File: src/rtl/a0_uart_tx.sv
// a0_uart_tx: queues every change of the CPU a0 register and streams each word out as 8N1 UART bytes, LSB byte first.
// Optional feature macro A0_TX_FRAME_EN: each word is preceded by a 0xA5 sync byte (five bytes per word).
module a0_uart_tx #(
    parameter int DATA_WIDTH   = 32,
    parameter int CLKS_PER_BIT = 16,
    parameter int FIFO_DEPTH   = 4
) (
    input  logic                        clk,
    input  logic                        rst,
    input  logic                        en,
    input  logic [DATA_WIDTH-1:0]       a0,
    output logic                        tx,
    output logic                        busy,
    output logic                        overflow,
    output logic [$clog2(FIFO_DEPTH):0] fifo_count
);
    localparam int AW          = $clog2(FIFO_DEPTH);
    localparam int BAUD_W      = $clog2(CLKS_PER_BIT);
    localparam int BAUD_LAST_I = CLKS_PER_BIT - 1;
    localparam logic [BAUD_W-1:0] BAUD_LAST = BAUD_LAST_I[BAUD_W-1:0];
    localparam logic [AW:0]       FULL_CNT  = FIFO_DEPTH[AW:0];
`ifdef A0_TX_FRAME_EN
    localparam int          SHIFT_W   = DATA_WIDTH + 8;
    localparam logic [2:0]  LAST_BYTE = 3'd4;
`else
    localparam int          SHIFT_W   = DATA_WIDTH;
    localparam logic [2:0]  LAST_BYTE = 3'd3;
`endif

    typedef enum logic [1:0] {IDLE, START, DATA, STOP} state_t;

    state_t              state_q, state_d;
    logic [2:0]          byte_idx_q, byte_idx_d;
    logic [2:0]          bit_idx_q, bit_idx_d;
    logic [BAUD_W-1:0]   baud_q, baud_d;
    logic [SHIFT_W-1:0]  shift_q, shift_d;
    logic                tx_q, tx_d;
    logic [DATA_WIDTH-1:0] last_a0_q;
    logic                overflow_q;
    logic [DATA_WIDTH-1:0] mem_q [FIFO_DEPTH];
    logic [AW:0]         wr_ptr_q, rd_ptr_q, count;
    logic                empty, full, push_req, push, pop, baud_done;
    logic [SHIFT_W-1:0]  load_word;

    assign count     = wr_ptr_q - rd_ptr_q;
    assign empty     = (count == '0);
    assign full      = (count == FULL_CNT);
    assign push_req  = en && (a0 != last_a0_q);
    // A full FIFO still accepts a push when the FSM pops in the same cycle.
    assign push      = push_req && (!full || pop);
    assign baud_done = (baud_q == BAUD_LAST);

`ifdef A0_TX_FRAME_EN
    assign load_word = {mem_q[rd_ptr_q[AW-1:0]], 8'hA5};
`else
    assign load_word = mem_q[rd_ptr_q[AW-1:0]];
`endif

    always_ff @(posedge clk or negedge rst) begin
        if (!rst) begin
            last_a0_q  <= '0;
            overflow_q <= 1'b0;
            wr_ptr_q   <= '0;
            rd_ptr_q   <= '0;
        end else begin
            if (en) last_a0_q <= a0;
            if (push_req && !push) overflow_q <= 1'b1;
            if (push) wr_ptr_q <= wr_ptr_q + 1'b1;
            if (pop)  rd_ptr_q <= rd_ptr_q + 1'b1;
        end
    end

    always_ff @(posedge clk) begin
        if (push) mem_q[wr_ptr_q[AW-1:0]] <= a0;
    end

    always_ff @(posedge clk or negedge rst) begin
        if (!rst) begin
            state_q    <= IDLE;
            byte_idx_q <= '0;
            bit_idx_q  <= '0;
            baud_q     <= '0;
            tx_q       <= 1'b1;
        end else begin
            state_q    <= state_d;
            byte_idx_q <= byte_idx_d;
            bit_idx_q  <= bit_idx_d;
            baud_q     <= baud_d;
            tx_q       <= tx_d;
        end
    end

    always_ff @(posedge clk) begin
        shift_q <= shift_d;
    end

    always_comb begin
        state_d    = state_q;
        byte_idx_d = byte_idx_q;
        bit_idx_d  = bit_idx_q;
        baud_d     = baud_q;
        shift_d    = shift_q;
        pop        = 1'b0;
        tx_d       = 1'b1;

        case (state_q)
            IDLE: begin
                if (!empty) begin
                    pop        = 1'b1;
                    shift_d    = load_word;
                    byte_idx_d = '0;
                    baud_d     = '0;
                    state_d    = START;
                end
            end
            START: begin
                if (baud_done) begin
                    baud_d    = '0;
                    bit_idx_d = '0;
                    state_d   = DATA;
                end else begin
                    baud_d = baud_q + 1'b1;
                end
            end
            DATA: begin
                if (baud_done) begin
                    baud_d  = '0;
                    shift_d = shift_q >> 1;
                    if (bit_idx_q == 3'd7) state_d = STOP;
                    else                   bit_idx_d = bit_idx_q + 3'd1;
                end else begin
                    baud_d = baud_q + 1'b1;
                end
            end
            STOP: begin
                if (baud_done) begin
                    baud_d = '0;
                    if (byte_idx_q != LAST_BYTE) begin
                        byte_idx_d = byte_idx_q + 3'd1;
                        state_d    = START;
                    end else if (!empty) begin
                        pop        = 1'b1;
                        shift_d    = load_word;
                        byte_idx_d = '0;
                        state_d    = START;
                    end else begin
                        state_d = IDLE;
                    end
                end else begin
                    baud_d = baud_q + 1'b1;
                end
            end
            default: state_d = IDLE;
        endcase

        // The line level is decided from the next state so tx leaves a flop.
        case (state_d)
            START:   tx_d = 1'b0;
            DATA:    tx_d = shift_d[0];
            default: tx_d = 1'b1;
        endcase
    end

    assign tx         = tx_q;
    assign busy       = (state_q != IDLE) || !empty;
    assign overflow   = overflow_q;
    assign fifo_count = count;

endmodule
File: config.mk
export PLATFORM = sky130hd
export DESIGN_NAME = a0_uart_tx
export DESIGN_NICKNAME = d
export VERILOG_FILES = /design/src/rtl/a0_uart_tx.sv
export SDC_FILE = /design/constraint.sdc
export NUM_CORES = 1
export LEC_CHECK = 0
export ABC_AREA = 0
export BUFFER_PORTS_ARGS = -buffer_cell sky130_fd_sc_hd__buf_2
export CAP_MARGIN = 20
export CORE_UTILIZATION = 39
export CTS_CLUSTER_SIZE = 14
export DETAILED_ROUTE_END_ITERATION = 10
export HOLD_SLACK_MARGIN = 0.08
export SLEW_MARGIN = 40
export SYNTH_ARGS = -nofsm -noshare
export SYNTH_HDL_FRONTEND = slang
export SYNTH_SLANG_ARGS = --single-unit
export TNS_END_PERCENT = 100
File: constraint.sdc
create_clock -name clk -period 3.3 [get_ports clk]
set_input_delay 0.66 -clock clk [delete_from_list [all_inputs] [get_ports clk]]
set_output_delay 0.66 -clock clk [all_outputs]
set_load 0.005 [all_outputs]
# Word-level counts from Yosys, hierarchy flattened
# Memory sizes are Yosys's and may differ from the RTL's.
# Index checks and enable logic that the tools add are counted.
# word_totals
wordCells,83
reg_bits,84
inputBits,35
n_memories,1
out_inout_bits,6
mem_bits_rw,128
# mem_list
memory,depth,width,rd,rd_clocked_by_memory_dff,write_ports,line_no,source
mem_q,4,32,1,0,1,40,logic [DATA_WIDTH-1:0] mem_q [FIFO_DEPTH];
# classes
n_mux,31
add_sub_neg,6
n_eq_ne,16
n_reduce_logical,18
# ops
operator,count
two-way mux 32 bit,4
case mux 32 bit (3 select lines),1
inequality test 32 bit,1
two-way mux 3 bit,6
adder 3 x 1 -> 3 bit (second input constant),4
inequality test 2 bit (second input constant),6
case mux 3 bit (2 select lines),2
two-way mux 2 bit,5
two-way mux 4 bit,2
case mux 2 bit (4 select lines),1
case mux 4 bit (2 select lines),1
AND reduction 4 bit,2
two-way mux 1 bit,7
== test 2 bit (second input constant),3
== test 3 bit (second input constant),2
nonzero test 2 bit,3
adder 4 x 1 -> 4 bit (second input constant),1
== test 2 x 1 -> 1 bit (second input constant),2
== test 4 bit (second input constant),1
case mux 1 bit (2 select lines),2
logical AND 1 bit,3
logical NOT 1 bit,3
logical NOT 3 bit,1
inequality test 3 x 2 -> 1 bit (second input constant),1
6 further kinds,7

# Logic depth before layout (Yosys ltp)
# logic_depth
word_depth,10
ltp_mapped,10
mapped_depth_nobuf,8

# Least setup slack after synthesis
# No wires, ideal clock.
# synth_path
path_type,reg-to-reg
startpoint,reg wr_ptr_q[0]
endpoint,"mem mem_q[0][0], enable pin"
path_stages_with_launch,8
t_arrival_ps,2541
path_buffers,0
setup_ps,392
required_ps,2908
synth_period_minus_slack_ps,2933
path_slack_ps,367
path_cell_list,dfrtp_1 -> inv_1 -> ha_1 -> fa_1 -> xor3_2 -> a41oi_1 -> o21a_1 -> and2_1
# synth_between
elab_chain_cells,10
word_cells_on_any_way,12
cone_classes,add/sub: 1; eq/ne: 1; mux: 6; reduce/logical: 4
# synth_lines
item,line_no,source
start: declaration,41,"logic [AW:0] wr_ptr_q, rd_ptr_q, count;"
start signal: assignment,68,if (push) wr_ptr_q <= wr_ptr_q + 1'b1;
subtractor 3 bit (*),45,assign count = wr_ptr_q - rd_ptr_q;
net fifo_count[2],15,output logic [$clog2(FIFO_DEPTH):0] fifo_count
logical NOT 3 bit,46,assign empty = (count == '0);
two-way mux 1 bit,"108, 141",
two-way mux 1 bit,138,if (byte_idx_q != LAST_BYTE) begin
two-way mux 1 bit,136,if (baud_done) begin
case mux 1 bit (2 select lines),106,case (state_q)
logical OR 1 bit (*),50,assign push = push_req && (!full || pop);
logical AND 1 bit (*),50,
two-way mux 1 bit (*),74,if (push) mem_q[wr_ptr_q[AW-1:0]] <= a0;
two-way mux 1 bit (not written as such) (*),74,
end: declaration,40,
# Mark *: on every way through the listed nets, which the timed path passes. The rest lies on a longest branch.

# Worst setup path after layout
# layout_path
startpoint,reg wr_ptr_q[0]
endpoint,out busy
# layout_between
elab_chain_cells,4
# layout_lines
item,line_no,source
subtractor 3 bit,45,
logical NOT 3 bit,46,
logical NOT 1 bit,165,assign busy = (state_q != IDLE) || !empty;
logical OR 1 bit,165,
end: declaration,13,"output logic busy,"
# Every way passes these cells.

==> metrics.md <==
| Metric | Value |
|---|---|
| Status | `finished clean` |
| Crit path launch type | `flop` |
| Flops & latches, synth | `212` |
| CTS tree | `yes` |
| Clk Latency, worst-skew pair | `0.51 ns` |
| Top cell type by total area after synthesis | `edfxtp_1` |
| Switching Share | `30.7%` |
| PwrDens | `919 mW/mm²` |
| Layout area overhead | `15.5%` |
| Peak supply drop | `0.434 mV` |
| Worst-path maximum fanout | `5` |
| Gate power share | `30.4%` |
| Die ar. | `0.0239 mm²` |
| Min Hold Slack | `0.149 ns` |
| Distinct cells, synth | `48` |
| FP Rows | `55` |
| Clock Pin Slew Worst Setup and Hold Paths | `0.06 ns` |
| Period minus WS final | `3.19 ns` |
| Clock skew | `0.0115 ns` |
| Layout cells sized above 1 | `27.4%` |
| Syn nets | `608` |
| Placed inst area | `0.00966 mm²` |
| Sequential share of power | `41.4%` |
| Kind of critical path | `reg -> out` |
| Initial Utilization | `39.9%` |
| Filler cell count | `1977` |
| RSZ-0062 raised after global routing | `no` |
| CTS H-tree lvls | `1` |
| IO Count | `41` |
| Psw | `2.95 mW` |
| Post-route DRC | `0` |
| Worst slew pin tran | `0.682 ns` |
| Total chip power | `9.63 mW` |
| All-Layer GR Usage | `16.3%` |
| Nets | `665` |
| Largest net degree at the start of global routing | `38` |
| Syn Inst Count | `558` |
| Fmax | `0.313 GHz` |
| GPL Wtd Cong | `0.801` |
| Slew Limit Fails | `0` |
| Internal power | `6.67 mW` |
| Endpoints failing setup | `0` |
| Commonest cells after routing, fill and taps aside | `159 x edfxtp_1, 50 x dfrtp_1, 39 x buf_2` |
| Fin. Hold Viols | `0` |
| Global-route wire length before repair | `29.6 mm` |
| Core area | `0.0227 mm²` |
| Seq/Total Area, Yosys | `67.2%` |
| Initial DRT Pass Iterations | `5` |
| Maximum clock insertion buffer count | `3` |
| Ys flop type | `edfxtp_1` |
| Setup ws final | `0.108 ns` |
| DR WL/cell | `20.2 µm` |
| Via count | `4948` |
| Clock power share | `28.3%` |
| Worst Hold Class | `in -> async` |
| Post-CTS Hold Buffers | `0` |
| Fin area | `0.0105 mm²` |
| Congestion Overflow GR | `0` |
| WP data required | `2.64 ns` |
| Inserted Clock Buffers | `23` |
| Initial antenna violation count | `0` |
| Critical path arrival | `2.53 ns` |
| DIE HEIGHT | `155 µm` |
| Number of synthesized flops with an enable pin | `159` |
| Vias in the first global route | `5268` |
| CTS root buffer | `clkbuf_16` |
| DR iter-0 viols | `312` |
| Most common cell after layout, fill and taps aside | `edfxtp_1` |
| Vias/cell | `5.40` |
| Die X | `155 µm` |
| Post-DRT Antenna Nets | `0` |
| Clock sinks | `212` |
| Reg area | `0.00610 mm²` |
| Detailed placement HPWL | `12.1 mm` |
| Dpl ws | `0.349 ns` |
| Area of the multi-input gates | `0.00282 mm²` |
| Slew headroom | `54.6%` |
| Ys Warns | `0` |
| Top cells by area, synth | `edfxtp_1 53%, dfrtp_1 14%, mux4_2 7.9%` |
| Max cap viols | `0` |
| Synth async-reset ratio | `24.5%` |
| Crit end category | `output pin` |
| Area of the mapped netlist | `0.00907 mm²` |
| Buffers on Ports | `40` |
| Avg Inst Size Synth | `16.3 µm²` |
| Number of diodes | `0` |
| Final wirelength | `18.5 mm` |
| Synth top area share | `52.6%` |
| Total Neg Setup Slack | `0 ns` |
| Leakage | `4.01 nW` |
| Period utilization | `96.7%` |
power by group through the flow:
stage,registers (mW),logic [mW],clock network (mW)
after floorplan,3.95,2.12,0
after global placement,3.99,2.89,0
after detailed placement,4.03,2.97,0
after CTS,3.99,2.98,2.78
after global routing,4.05,3.21,2.88
final,3.98,2.92,2.72
timing repair:
| item | in CTS | in global routing |
|---|---|---|
| gates resized for setup | 0 | 3 |
| setup buffers | 0 | 0 |
| setup endpoints to repair | 0 | 1 |
per-layer routing:
layer  wire length (µm)  global-route usage (%)  up-vias
li1                   -                       -     2250
met1               7960                    20.9     2580
met2               9470                    28.6       86
met3                716                    2.72       32
met4                358                    4.10        0
met5                  0                       0        -
synthesized netlist by cell type (all sizes together), types with 2 or more instances:
cell / count
a2bb2oi: 3
buf: 9
edfxtp: 159
nor2b: 3
nor2: 12
or2: 2
nor4: 9
a31oi: 2
o21a: 2
ha: 14
nand2: 38
clkbuf: 18
mux2i: 31
xnor2: 2
and2: 5
nand3: 4
a21oi: 6
nand4: 3
nand2b: 2
mux2: 34
inv: 13
a22o: 6
o21ai: 38
and3: 2
o2bb2ai: 2
a32oi: 2
a41oi: 2
mux4: 32
dfrtp: 51
a21o: 2
o31ai: 3
xor2: 34
through the flow:
step / utilization (%) / cells
finish: 46.2 / 917
global route: 46.2 / 917
CTS: 46.1 / 917
detailed placement: 42.5 / 875
global placement: 42.5 / 875
floorplan: - / 558
flip-flops by register name (all words and copies together), names as in the netlist, 3 cells and up:
signal / count
mem_q: 128
byte_idx_q: 3
bit_idx_q: 3
last_a0_q: 32
rd_ptr_q: 3
baud_q: 4
wr_ptr_q: 3
shift_q: 32
final cells by class:
cell class,count,share of cell area [%]
inverter,13,0.466
tap,285,3.40
clock inverter,17,2.08
clock buffer,25,5.66
timing repair buffer,59,3.29
sequential,212,58.2
multi-input combinational,306,26.9
worst paths after layout:
kind	from	slack (ns)	to	cells after the start
worst max-delay path	wr_ptr_q[0]$_DFFE_PN0P_	0.11	busy	8
worst min-delay path	rst	0.15	last_a0_q[5]$_DFFE_PN0P_	1
worst max register to register	wr_ptr_q[0]$_DFFE_PN0P_	0.35	tx$_DFF_PN1_	9
worst min register to register	overflow$_DFFE_PN0P_	0.48	overflow$_DFFE_PN0P_	2
max in group asynchronous	rst	2.51	last_a0_q[15]$_DFFE_PN0P_	2
min in group clk	a0[13]	0.40	mem_q[3][13]$_DFFE_PP_	1
cells by family after synthesis:
kind of cell | Yosys count | synth area share, %
flops | 212 | 67.2
mux | 97 | 15.6
simple gates | 84 | 4.39
compound gates | 73 | 5.09
buf+inv | 40 | 1.82
xor+xnor | 37 | 3.75
fa+ha+maj | 15 | 2.15
critical path: stages, from the launching register on:
cell and delay (ns):
dfrtp_1 0.39, inv_1 0.11, ha_1 0.23, fa_2 0.57
nand2_1 0.09, or2_2 0.35, nor2_4 0.12, inv_1 0.04
buf_2 0.12
(Power assumes the default switching activity.)
